<file path="src/rtl/subleq_program_loader_pkg.sv">
// Shared definitions for the SUBLEQ boot loader: state encoding, word geometry
// and the running-checksum helper.
package subleq_program_loader_pkg;

    localparam int DATA_WIDTH     = 16;
    localparam int BYTES_PER_WORD = 2;

    typedef enum logic [2:0] {
        ST_IDLE    = 3'd0,
        ST_LEN_HI  = 3'd1,
        ST_LEN_LO  = 3'd2,
        ST_DATA_HI = 3'd3,
        ST_DATA_LO = 3'd4,
        ST_CSUM    = 3'd5,
        ST_DONE    = 3'd6,
        ST_ERROR   = 3'd7
    } loader_state_e;

    function automatic logic [7:0] csum_add(input logic [7:0] acc, input logic [7:0] b);
        return acc + b;
    endfunction

    // States in which the loader is consuming frame bytes
    function automatic logic is_stream_state(input loader_state_e s);
        logic r;
        case (s)
            ST_LEN_HI, ST_LEN_LO, ST_DATA_HI, ST_DATA_LO, ST_CSUM: r = 1'b1;
            default:                                              r = 1'b0;
        endcase
        return r;
    endfunction

endpackage

</file>
<file path="src/rtl/subleq_program_loader_byte_packer.sv">
// Holds the high byte of a big-endian word and emits the full word with a
// one-cycle valid pulse in the cycle after the low byte is accepted.
module loader_byte_packer
    import subleq_program_loader_pkg::*;
#(
    parameter int WORD_WIDTH = DATA_WIDTH
) (
    input  logic                  clk,
    input  logic                  rst_n,
    input  logic                  hi_load,
    input  logic                  lo_load,
    input  logic [7:0]            byte_in,
    output logic [WORD_WIDTH-1:0] word_out,
    output logic                  word_valid
);

    logic [7:0]            hi_q, hi_d;
    logic [WORD_WIDTH-1:0] word_q, word_d;
    logic                  valid_q, valid_d;

    // Next-value logic: latch W_HI, assemble the word on W_LO
    always_comb begin
        hi_d    = hi_q;
        word_d  = word_q;
        valid_d = 1'b0;
        if (hi_load) begin
            hi_d = byte_in;
        end else begin
            hi_d = hi_q;
        end
        if (lo_load) begin
            word_d  = WORD_WIDTH'({hi_q, byte_in});
            valid_d = 1'b1;
        end else begin
            word_d  = word_q;
            valid_d = 1'b0;
        end
    end

    // Packer registers; reset drops any pending valid pulse
    always_ff @(posedge clk or negedge rst_n) begin
        if (!rst_n) begin
            hi_q    <= 8'h00;
            word_q  <= {WORD_WIDTH{1'b0}};
            valid_q <= 1'b0;
        end else begin
            hi_q    <= hi_d;
            word_q  <= word_d;
            valid_q <= valid_d;
        end
    end

    assign word_out   = word_q;
    assign word_valid = valid_q;

endmodule

</file>
<file path="src/rtl/subleq_program_loader.sv">
// Boot loader: parses a length/data/checksum byte frame, writes the words into
// processor RAM and keeps the processor held until a load passes its checksum.
module subleq_program_loader
    import subleq_program_loader_pkg::*;
#(
    parameter int DATA_WIDTH = 16,
    parameter int ADDR_WIDTH = 8,
    parameter int BASE_ADDR  = 0
) (
    input  logic                  clk,
    input  logic                  reset,
    input  logic                  start,
    input  logic [7:0]            in_data,
    input  logic                  in_valid,
    output logic                  in_ready,
    output logic                  mem_we,
    output logic [ADDR_WIDTH-1:0] mem_addr,
    output logic [DATA_WIDTH-1:0] mem_wdata,
    output logic                  cpu_hold,
    output logic                  load_done,
    output logic                  load_error
);

    // Largest word count that still fits between BASE_ADDR and the top of RAM
    localparam logic [31:0] LEN_LIMIT = 32'((2 ** ADDR_WIDTH) - BASE_ADDR);

    loader_state_e         state_q, state_d;
    logic [7:0]            len_hi_q, len_hi_d;
    logic [15:0]           len_q, len_d;
    logic [15:0]           cnt_q, cnt_d;
    logic [7:0]            sum_q, sum_d;
    logic [ADDR_WIDTH-1:0] addr_q, addr_d;
    logic                  in_ready_q, in_ready_d;
    logic                  cpu_hold_q, cpu_hold_d;
    logic                  load_done_q, load_done_d;
    logic                  load_error_q, load_error_d;

    logic                  accept_s;
    logic                  start_ok_s;
    logic [15:0]           len_word_s;
    logic                  len_too_big_s;
    logic [15:0]           cnt_next_s;
    logic [7:0]            sum_next_s;

    assign accept_s      = in_valid & in_ready_q;
    assign start_ok_s    = start & ((state_q == ST_IDLE) | (state_q == ST_DONE) | (state_q == ST_ERROR));
    assign len_word_s    = {len_hi_q, in_data};
    assign len_too_big_s = ({16'h0000, len_word_s} > LEN_LIMIT);
    assign cnt_next_s    = cnt_q + 16'd1;
    assign sum_next_s    = csum_add(sum_q, in_data);

    // State register
    always_ff @(posedge clk or negedge reset) begin
        if (!reset) begin
            state_q <= ST_IDLE;
        end else begin
            state_q <= state_d;
        end
    end

    // Next-state logic; advances only on accepted bytes or an honoured start
    always_comb begin
        state_d = state_q;
        case (state_q)
            ST_IDLE, ST_DONE, ST_ERROR: begin
                if (start) state_d = ST_LEN_HI;
                else       state_d = state_q;
            end
            ST_LEN_HI: begin
                if (accept_s) state_d = ST_LEN_LO;
                else          state_d = state_q;
            end
            ST_LEN_LO: begin
                if (!accept_s)                 state_d = state_q;
                else if (len_too_big_s)        state_d = ST_ERROR;
                else if (len_word_s == 16'd0)  state_d = ST_CSUM;
                else                           state_d = ST_DATA_HI;
            end
            ST_DATA_HI: begin
                if (accept_s) state_d = ST_DATA_LO;
                else          state_d = state_q;
            end
            ST_DATA_LO: begin
                if (!accept_s)                state_d = state_q;
                else if (cnt_next_s == len_q) state_d = ST_CSUM;
                else                          state_d = ST_DATA_HI;
            end
            ST_CSUM: begin
                if (!accept_s)              state_d = state_q;
                else if (sum_next_s == 8'h00) state_d = ST_DONE;
                else                        state_d = ST_ERROR;
            end
            default: state_d = ST_IDLE;
        endcase
    end

    // Output decode, computed from the next state so the outputs are registered
    always_comb begin
        in_ready_d   = is_stream_state(state_d);
        cpu_hold_d   = 1'b1;
        load_done_d  = 1'b0;
        load_error_d = 1'b0;
        case (state_d)
            ST_DONE: begin
                cpu_hold_d  = 1'b0;
                load_done_d = 1'b1;
            end
            ST_ERROR: load_error_d = 1'b1;
            default: begin
                cpu_hold_d   = 1'b1;
                load_done_d  = 1'b0;
                load_error_d = 1'b0;
            end
        endcase
    end

    // Datapath: length capture, word counter, checksum and write address
    always_comb begin
        len_hi_d = len_hi_q;
        len_d    = len_q;
        cnt_d    = cnt_q;
        sum_d    = sum_q;
        addr_d   = addr_q;
        if (start_ok_s) begin
            sum_d = 8'h00;
            cnt_d = 16'd0;
        end else if (accept_s) begin
            sum_d = sum_next_s;
            case (state_q)
                ST_LEN_HI:  len_hi_d = in_data;
                ST_LEN_LO:  len_d    = len_word_s;
                ST_DATA_LO: begin
                    cnt_d  = cnt_next_s;
                    addr_d = ADDR_WIDTH'(BASE_ADDR) + cnt_q[ADDR_WIDTH-1:0];
                end
                default: cnt_d = cnt_q;
            endcase
        end else begin
            sum_d = sum_q;
        end
    end

    // Datapath and output registers
    always_ff @(posedge clk or negedge reset) begin
        if (!reset) begin
            len_hi_q     <= 8'h00;
            len_q        <= 16'd0;
            cnt_q        <= 16'd0;
            sum_q        <= 8'h00;
            addr_q       <= {ADDR_WIDTH{1'b0}};
            in_ready_q   <= 1'b0;
            cpu_hold_q   <= 1'b1;
            load_done_q  <= 1'b0;
            load_error_q <= 1'b0;
        end else begin
            len_hi_q     <= len_hi_d;
            len_q        <= len_d;
            cnt_q        <= cnt_d;
            sum_q        <= sum_d;
            addr_q       <= addr_d;
            in_ready_q   <= in_ready_d;
            cpu_hold_q   <= cpu_hold_d;
            load_done_q  <= load_done_d;
            load_error_q <= load_error_d;
        end
    end

    loader_byte_packer #(
        .WORD_WIDTH (DATA_WIDTH)
    ) u_packer (
        .clk        (clk),
        .rst_n      (reset),
        .hi_load    (accept_s & (state_q == ST_DATA_HI)),
        .lo_load    (accept_s & (state_q == ST_DATA_LO)),
        .byte_in    (in_data),
        .word_out   (mem_wdata),
        .word_valid (mem_we)
    );

    assign in_ready   = in_ready_q;
    assign mem_addr   = addr_q;
    assign cpu_hold   = cpu_hold_q;
    assign load_done  = load_done_q;
    assign load_error = load_error_q;

endmodule
</file>
<file path="config.mk">
export PLATFORM = sky130hd
export DESIGN_NAME = subleq_program_loader
export DESIGN_NICKNAME = d
export VERILOG_FILES = /design/src/rtl/subleq_program_loader_pkg.sv /design/src/rtl/subleq_program_loader_byte_packer.sv /design/src/rtl/subleq_program_loader.sv
export SDC_FILE = /design/constraint.sdc
export NUM_CORES = 1
export LEC_CHECK = 0
export CAP_MARGIN = 20
export CORE_AREA = 4 4 99 101
export CTS_CLUSTER_DIAMETER = 150
export DETAILED_ROUTE_END_ITERATION = 7
export DIE_AREA = 0 0 103 105
export GPL_ROUTABILITY_DRIVEN = 0
export PLACE_DENSITY = 0.83
export SLEW_MARGIN = 40
export SYNTH_ARGS = -nofsm -noshare
export SYNTH_HDL_FRONTEND = slang
export SYNTH_SLANG_ARGS = --single-unit
</file>
<file path="constraint.sdc">
create_clock -name clk -period 2.76 [get_ports clk]
set_input_delay 0.552 -clock clk [delete_from_list [all_inputs] [get_ports clk]]
set_output_delay 0.552 -clock clk [all_outputs]
set_load 0.02 [all_outputs]
</file>
==> reports/metrics.cfg, run 1 <==
[setup_path]
worstReg2RegStart=cnt_q[0]
cp.arrival_ns=2.99
critPathSlowestCell=fa_1
end_kind=flop
worstRegToRegCells=8
critical_path.cell_chain=clkdlybuf4s50_1 -> ha_1 -> fa_1 -> a211oi_2 -> nor2_1 -> xor2_1 -> nor4b_4 -> a41oi_2 -> o21a_1
ff2ff_setup_slack_ns=0.18
cp_max_fo=5
worstPathRequired_ns=3.01
rr_endpoint=state_q[1]
worst_setup_path_start_kind=input pin
path_class=input pin to flop
slowest_delay_ns=0.43

[power_and_ir_drop]
ir_worst_vdd_mv=0.590
p_per_area_nw_per_um2=969
leakage_nw=2.38

[clock_tree]
clock_latency_ns=0.36
cts_tree=built
cts-root-buf=clkbuf_8
cts_resized=0
path_clk_slew_ns=0.09
clock-sinks=88
hold_buffers=0
cts_setup_buffers=0
htree_levels=3
cts_buffers=9
clockBufferDepth=2

[timing]
fin_crit_sh_pct=99.2
setup_viol=0
fmax_mhz=365
tightest_slew_ns=0.665
hold_viol=0
fin_worst_skew_ns=0.0143
slew_headroom_pct=55.4
finalMaxSlewViolations=0
min_period_ns=2.74
setup_slack_ns=0.0210

[routing]
routedWlPerCell_um=16.2
wl_um=10000
postRouteAntennaNets=0
via_per_inst=5.64
dr_total_vias=3480
first_pass_iters=5
drc=0
drtIter0Drc=182

[floorplanning]
dieArea_um2=10800
die_w_um=103
std_cell_rows=35
ioPinCount=41
core_area_um2=9020
initial_core_util_pct=50.0
die_h_um=105

[synthesis]
synthMostInstantiatedCell=nand2_1
ys_seq_area_share_pct=48.9
netlist_area_um2=4510
synth_top_area_share_pct=48.3
synth_edf_count=0
ys_warn_count=0
synthArstFlopShare_pct=100
yosys.cell_types.count=58
postSynthCellCount=453
synth_common_cells=103 x nand2_1, 87 x dfrtp_1, 32 x o21ai_0, 28 x mux2_2, 27 x nor2_1
avgSynthCellArea_um2=9.95
synth_top_area_cell=dfrtp_1
synth_fp_nets=474
synth.area.top_cells=dfrtp_1 48%, nand2_1 8.6%, mux2_2 7.0%
ys_ff_latch=88
synth_ff_type=dfrtp_1

[final_layout]
area_growth_pct=17.8
final_cells=617
drive_above_1_share_pct=15.8
n_antenna_cell=0
fillers=750
layout.nets=522

[global_route]
grt_max_degree=45
overflow=0
grt_pass1_vias=3565
grt_pass1_wl_um=17100
antenna_found_initial=0
grt.total_usage_pct=20.0

[place]
dp_hpwl_um=7080
post-place-ws_ns=-0.357
port_buffers=40
dpl.cell_count=601

[status]
status=complete, no violations

[job]
cap_violations=0

[min_path]
min-delay-path-class=input pin to async pin

[final cells by class]
| cell class | instances | area [um2] | share of cell area [%] |
|---|---|---|---|
| clock inverter | 6 | 73.8 | 1.39 |
| inverter | 4 | 17.5 | 0.330 |
| tap | 111 | 139 | 2.61 |
| multi-input combinational | 340 | 2210 | 41.5 |
| timing repair buffer | 58 | 546 | 10.3 |
| sequential | 88 | 2200 | 41.5 |
| clock buffer | 10 | 128 | 2.40 |
[cell families (layout without fill, tap and decap cells)]
logic type               count (synthesis)  in the layout  synth area share, %
XOR/XNOR                                32             32                 6.55
AND/OR/NAND/NOR                        192            192                 20.9
AO/OA/AOI/OAI                           75             75                 10.6
buffers and inverters                   25             78                 2.47
adder cells (fa/ha/maj)                  9              9                 2.66
flip-flops                              88             88                 48.9
multiplexers                            32             32                 7.99
[worst max-delay path: cells and delay by family]
kind / cells / cell delay [ns]
buf+inv: 1 / 0.42
xor+xnor: 1 / 0.19
compound gates: 3 / 0.74
simple gates: 2 / 0.42
fa+ha+maj: 2 / 0.66
[worst max-delay path by stage]
| stage | startpoint | endpoint | slack [ns] | cells past startpoint |
|---|---|---|---|---|
| floorplan | in_data[0] | cpu_hold | 0.34 | 8 |
| global placement | in_data[0] | cpu_hold | -0.25 | 9 |
| detailed placement | in_data[0] | in_ready | -0.36 | 9 |
| CTS | in_data[0] | in_ready | 0.02 | 9 |
| global route | in_data[0] | in_ready | -0.05 | 9 |
| finish | in_data[0] | in_ready | 0.02 | 9 |
[through the flow]
stage | setup TNS [ns] | area (um2) | total power (W) | hold slack [ns] | util [%]
floorplan | 0 | 4510 | 0.00350 | 0.256 | -
detailed placement | -1.49 | 5100 | 0.00423 | 0.449 | 56.5
CTS | 0 | 5300 | 0.00515 | 0.175 | 58.8
finish | 0 | 5310 | 0.00515 | 0.174 | 58.9
global placement | -0.893 | 5100 | 0.00412 | 0.446 | 56.5
global route | -0.111 | 5310 | 0.00549 | 0.188 | 58.9
[flip-flops by register name (all words and copies together) (netlist names)]
name	cells
mem_addr	8
load_error	1
u_packer.word_valid	1
sum_q	8
state_q	3
u_packer.word_out	16
cnt_q	16
len_q	16
cpu_hold	1
u_packer.hi_q	8
in_ready	1
len_hi_q	8
load_done	1
[layout by cell type, fill, tap and decap left out, types with 8 or more instances in the layout]
master           Yosys  layout
nand2_1            103     103
dfrtp_1             87      87
clkdlybuf4s50_1      0      39
o21ai_0             32      32
mux2_2              28      28
nor2_1              27      27
buf_4                1      18
xor2_1              16      16
xnor2_1             15      15
a21oi_1             14      14
nand3_1             10      10
clkbuf_8             0       9
nand4_1              8       8
ha_1                 8       8
[layer usage]
| layer | up-vias | wire length [um] | global-route usage, % |
|---|---|---|---|
| met5 | - | 0 | 0 |
| met4 | 0 | 157 | 6.75 |
| met3 | 12 | 467 | 4.94 |
| met2 | 87 | 5140 | 32.7 |
| met1 | 1716 | 4250 | 25.6 |
| li1 | 1665 | - | - |
[where the power goes]
part	total, W	internal (W)	leakage, nW	switching [W]
clock	0.000902	0.000432	0.102	0.000470
sequential	0.00211	0.00176	1.13	0.000352
combinational	0.00214	0.00103	1.15	0.00111
Power figures use the tool's default switching activity.
==> run 2: changes to the inputs <==
--- a/config.mk
+++ b/config.mk
@@ -5,13 +5,14 @@
 export SDC_FILE = /design/constraint.sdc
 export NUM_CORES = 1
 export LEC_CHECK = 0
+export ABC_AREA = 1
 export CAP_MARGIN = 20
-export CORE_AREA = 4 4 99 101
+export CORE_AREA = 4 4 94 96
 export CTS_CLUSTER_DIAMETER = 150
 export DETAILED_ROUTE_END_ITERATION = 7
-export DIE_AREA = 0 0 103 105
+export DIE_AREA = 0 0 98 100
 export GPL_ROUTABILITY_DRIVEN = 0
-export PLACE_DENSITY = 0.83
+export PLACE_DENSITY = 0.91
 export SLEW_MARGIN = 40
 export SYNTH_ARGS = -nofsm -noshare
 export SYNTH_HDL_FRONTEND = slang
==> reports/metrics.cfg, run 2 <==
[status]
status=complete, no violations  ; unchanged

[synthesis]
synth_top_area_cell=dfrtp_1  ; unchanged
synth_compound_area_share_pct=9.85  ; was 10.6%
ys_warn_count=0  ; unchanged
ys_ff_latch=88  ; unchanged
synth_top_family_by_area=simple AND/OR/NAND/NOR gates  ; unchanged
ys_seq_area_share_pct=48.2  ; was 48.9%
synth_xor_area_share_pct=0.958  ; was 6.55%
synth_ff_type=dfrtp_1  ; unchanged
synthMostInstantiatedCell=nand2_1  ; unchanged
synth_fa_ha_area_share_pct=2.63  ; was 2.66%
synthMuxAreaShare_pct=0  ; was 7.99%
synth.area.top_cells=dfrtp_1 48%, nand2_1 16%, o21ai_0 6.9%  ; was dfrtp_1 48%, nand2_1 8.6%, mux2_2 7.0%
synth_top_area_share_pct=47.6  ; was 48.3%
netlist_area_um2=4570  ; was 4510 um2
postSynthCellCount=593  ; was 453
synthSimpleGateAreaFrac_pct=31.8  ; was 20.9%
avgSynthCellArea_um2=7.71  ; was 9.95 um2
synthArstFlopShare_pct=100  ; unchanged
yosys.cell_types.count=34  ; was 58
synth_fp_nets=614  ; was 474
synth_edf_count=0  ; unchanged
synth_common_cells=195 x nand2_1, 87 x dfrtp_1, 63 x o21ai_0, 61 x inv_1, 54 x nand3_1  ; was 103 x nand2_1, 87 x dfrtp_1, 32 x o21ai_0, 28 x mux2_2, 27 x nor2_1

[clock_tree]
cts_resized=0  ; unchanged
cts_setup_buffers=0  ; unchanged
clockBufferDepth=2  ; unchanged
hold_buffers=0  ; unchanged
cts_tree=built  ; unchanged
htree_levels=3  ; unchanged
clock-sinks=88  ; unchanged
clock_latency_ns=0.37  ; was 0.36 ns
path_clk_slew_ns=0.10  ; was 0.09 ns
cts_buffers=9  ; unchanged
cts-root-buf=clkbuf_8  ; unchanged

[floorplanning]
initial_core_util_pct=56.8  ; was 50.0%
std_cell_rows=33  ; was 35
die_h_um=100  ; was 105 um
ioPinCount=41  ; unchanged
core_area_um2=8050  ; was 9020 um2
dieArea_um2=9800  ; was 10800 um2
die_w_um=98  ; was 103 um

[job]
cap_violations=0  ; unchanged

[setup_path]
worstRegToRegCells=14  ; was 8
rr_endpoint=in_ready  ; was state_q[1]
worstReg2RegStart=sum_q[0]  ; was cnt_q[0]
critical_path.cell_chain=clkdlybuf4s50_1 -> ha_1 -> fa_1 -> xnor2_1 -> nand2_1 -> nor3_1 -> nand3_1 -> nor2_1 -> nand3_1 -> nand2_1 -> nand2_1 -> nor2_4 -> nand3_1 -> nand2_1 -> nand2_1  ; was clkdlybuf4s50_1 -> ha_1 -> fa_1 -> a211oi_2 -> nor2_1 -> xor2_1 -> nor4b_4 -> a41oi_2 -> o21a_1
path_class=input pin to flop  ; unchanged
critPathSlowestCell=clkdlybuf4s50_1  ; was fa_1
end_kind=flop  ; unchanged
path_delay_family=simple AND/OR/NAND/NOR gates  ; was compound AO/OA/AOI/OAI gates
cp_max_fo=4  ; was 5
worst_setup_path_start_kind=input pin  ; unchanged
slowest_delay_ns=0.43  ; about the same
cp.arrival_ns=2.78  ; was 2.99 ns
path_buf_inv=1  ; unchanged
worstPathRequired_ns=3.02  ; was 3.01 ns
ff2ff_setup_slack_ns=0.47  ; was 0.18 ns
cp_common_cell=nand2_1

[timing]
fin_crit_sh_pct=91.6  ; was 99.2%
tightest_slew_ns=0.507  ; was 0.665 ns
finalMaxSlewViolations=0  ; unchanged
setup_viol=0  ; unchanged
min_period_ns=2.53  ; was 2.74 ns
rsz0062_at_grt=false
slew_headroom_pct=66.2  ; was 55.4%
fmax_mhz=395  ; was 365 MHz
hold_viol=0  ; unchanged
fin_worst_skew_ns=0.00967  ; was 0.0143 ns

[min_path]
min-delay-path-class=input pin to async pin  ; unchanged

[routing]
wl_um=11000  ; was 10000 um
routedWlPerCell_um=14.7  ; was 16.2 um
drc=0  ; unchanged
first_pass_iters=5  ; unchanged
drtIter0Drc=392  ; was 182
dr_total_vias=4248  ; was 3480
postRouteAntennaNets=0  ; unchanged
via_per_inst=5.65  ; was 5.64

[global_route]
gr-usage-met2_pct=41.3  ; was 32.7%
grt-busiest-layer=met2  ; unchanged
grt_max_degree=57  ; was 45
met1_usage_pct=29.7  ; was 25.6%
antenna_found_initial=0  ; unchanged
grt.total_usage_pct=24.0  ; was 20.0%
use_met3_pct=4.79  ; was 4.94%
overflow=0  ; unchanged
grt_pass1_vias=4300  ; was 3565
grt_pass1_wl_um=19200  ; was 17100 um

[power_and_ir_drop]
leakage_nw=2.56  ; was 2.38 nW
p_per_area_nw_per_um2=925  ; was 969 nW/um2
ir_worst_vdd_mv=0.624  ; was 0.590 mV

[place]
dp_hpwl_um=8020  ; was 7080 um
dpl.cell_count=736  ; was 601
port_buffers=40  ; unchanged

[final_layout]
drive_above_1_share_pct=8.19  ; was 15.8%
area_growth_pct=16.7  ; was 17.8%
fillers=627  ; was 750
layout.nets=663  ; was 522
final_cells=752  ; was 617
n_antenna_cell=0  ; unchanged
layout_common_cells=195 x nand2_1, 87 x dfrtp_1, 63 x o21ai_0, 61 x inv_1, 54 x nand3_1  ; was 103 x nand2_1, 87 x dfrtp_1, 39 x clkdlybuf4s50_1, 32 x o21ai_0, 28 x mux2_2
area.sequential_um2=2200  ; unchanged
finish.utilization_pct=66.3  ; was 58.9%
final_common_cell=nand2_1  ; unchanged
multi_input_area_um2=2080  ; was 2210 um2

==> run 2: cell types whose count changed after synthesis, sizes merged, moves of 18 or more <==
cell   previous run  this run
inv               4        63
nand2           104       203
nor2             27        45
o21ai            34        66
mux2             32         0
nand3            11        58
==> run 2: cell families (layout without fill, tap and decap cells) <==
| kind of cell | after synthesis | count (layout) |
|---|---|---|
| AOI/OAI and AO/OA | 86 | 86 |
| and+or+nand+nor | 327 | 327 |
| buffers and inverters | 78 | 132 |
| adders and majority gates | 9 | 9 |
| xor gates and xnor gates | 5 | 5 |
| DFF | 88 | 88 |
==> run 2: worst max-delay path by stage <==
stage                    start       end  slack [ns]  depth (start not counted)
floorplan           in_data[0]  in_ready        0.46                         14
global placement    in_data[0]  in_ready       -0.13                         15
detailed placement  in_data[0]  in_ready       -0.25                         15
CTS                 in_data[0]  in_ready        0.14                         15
global route        in_data[0]  in_ready        0.01                         17
finish              in_data[0]  in_ready        0.23                         15
==> run 2: routing by layer <==
metal | share of wire, % | vias up
met4 | 2.8 | 0
li1 | - | 2012
met2 | 50 | 175
met5 | 0 | -
met1 | 40 | 2029
met3 | 7.0 | 32
==> run 2: area by class of cell <==
cell class,count,share of cell area (%)
tap,105,2.46
timing repair buffer,50,9.10
multi-input combinational,427,38.9
clock buffer,9,2.32
sequential,88,41.3
inverter,66,4.64
clock inverter,7,1.24
==> run 2: per-stage QoR <==
step	hold slack (ns)	setup TNS [ns]	total power [W]	area, um2	setup slack, ns
final	0.119	0	0.00493	5340	0.231
after global routing	0.144	0	0.00529	5340	0.0105
after CTS	0.127	0	0.00491	5330	0.139
after detailed placement	0.455	-0.714	0.00403	5140	-0.247
after global placement	0.457	-0.254	0.00389	5140	-0.127
after floorplan	0.256	0	0.00329	4570	0.464
==> run 2: power by group <==
part,switching [W],leakage [nW],internal (W)
clock network,0.000526,0.0995,0.000356
logic,0.00122,1.30,0.000803
registers,0.000322,1.16,0.00171
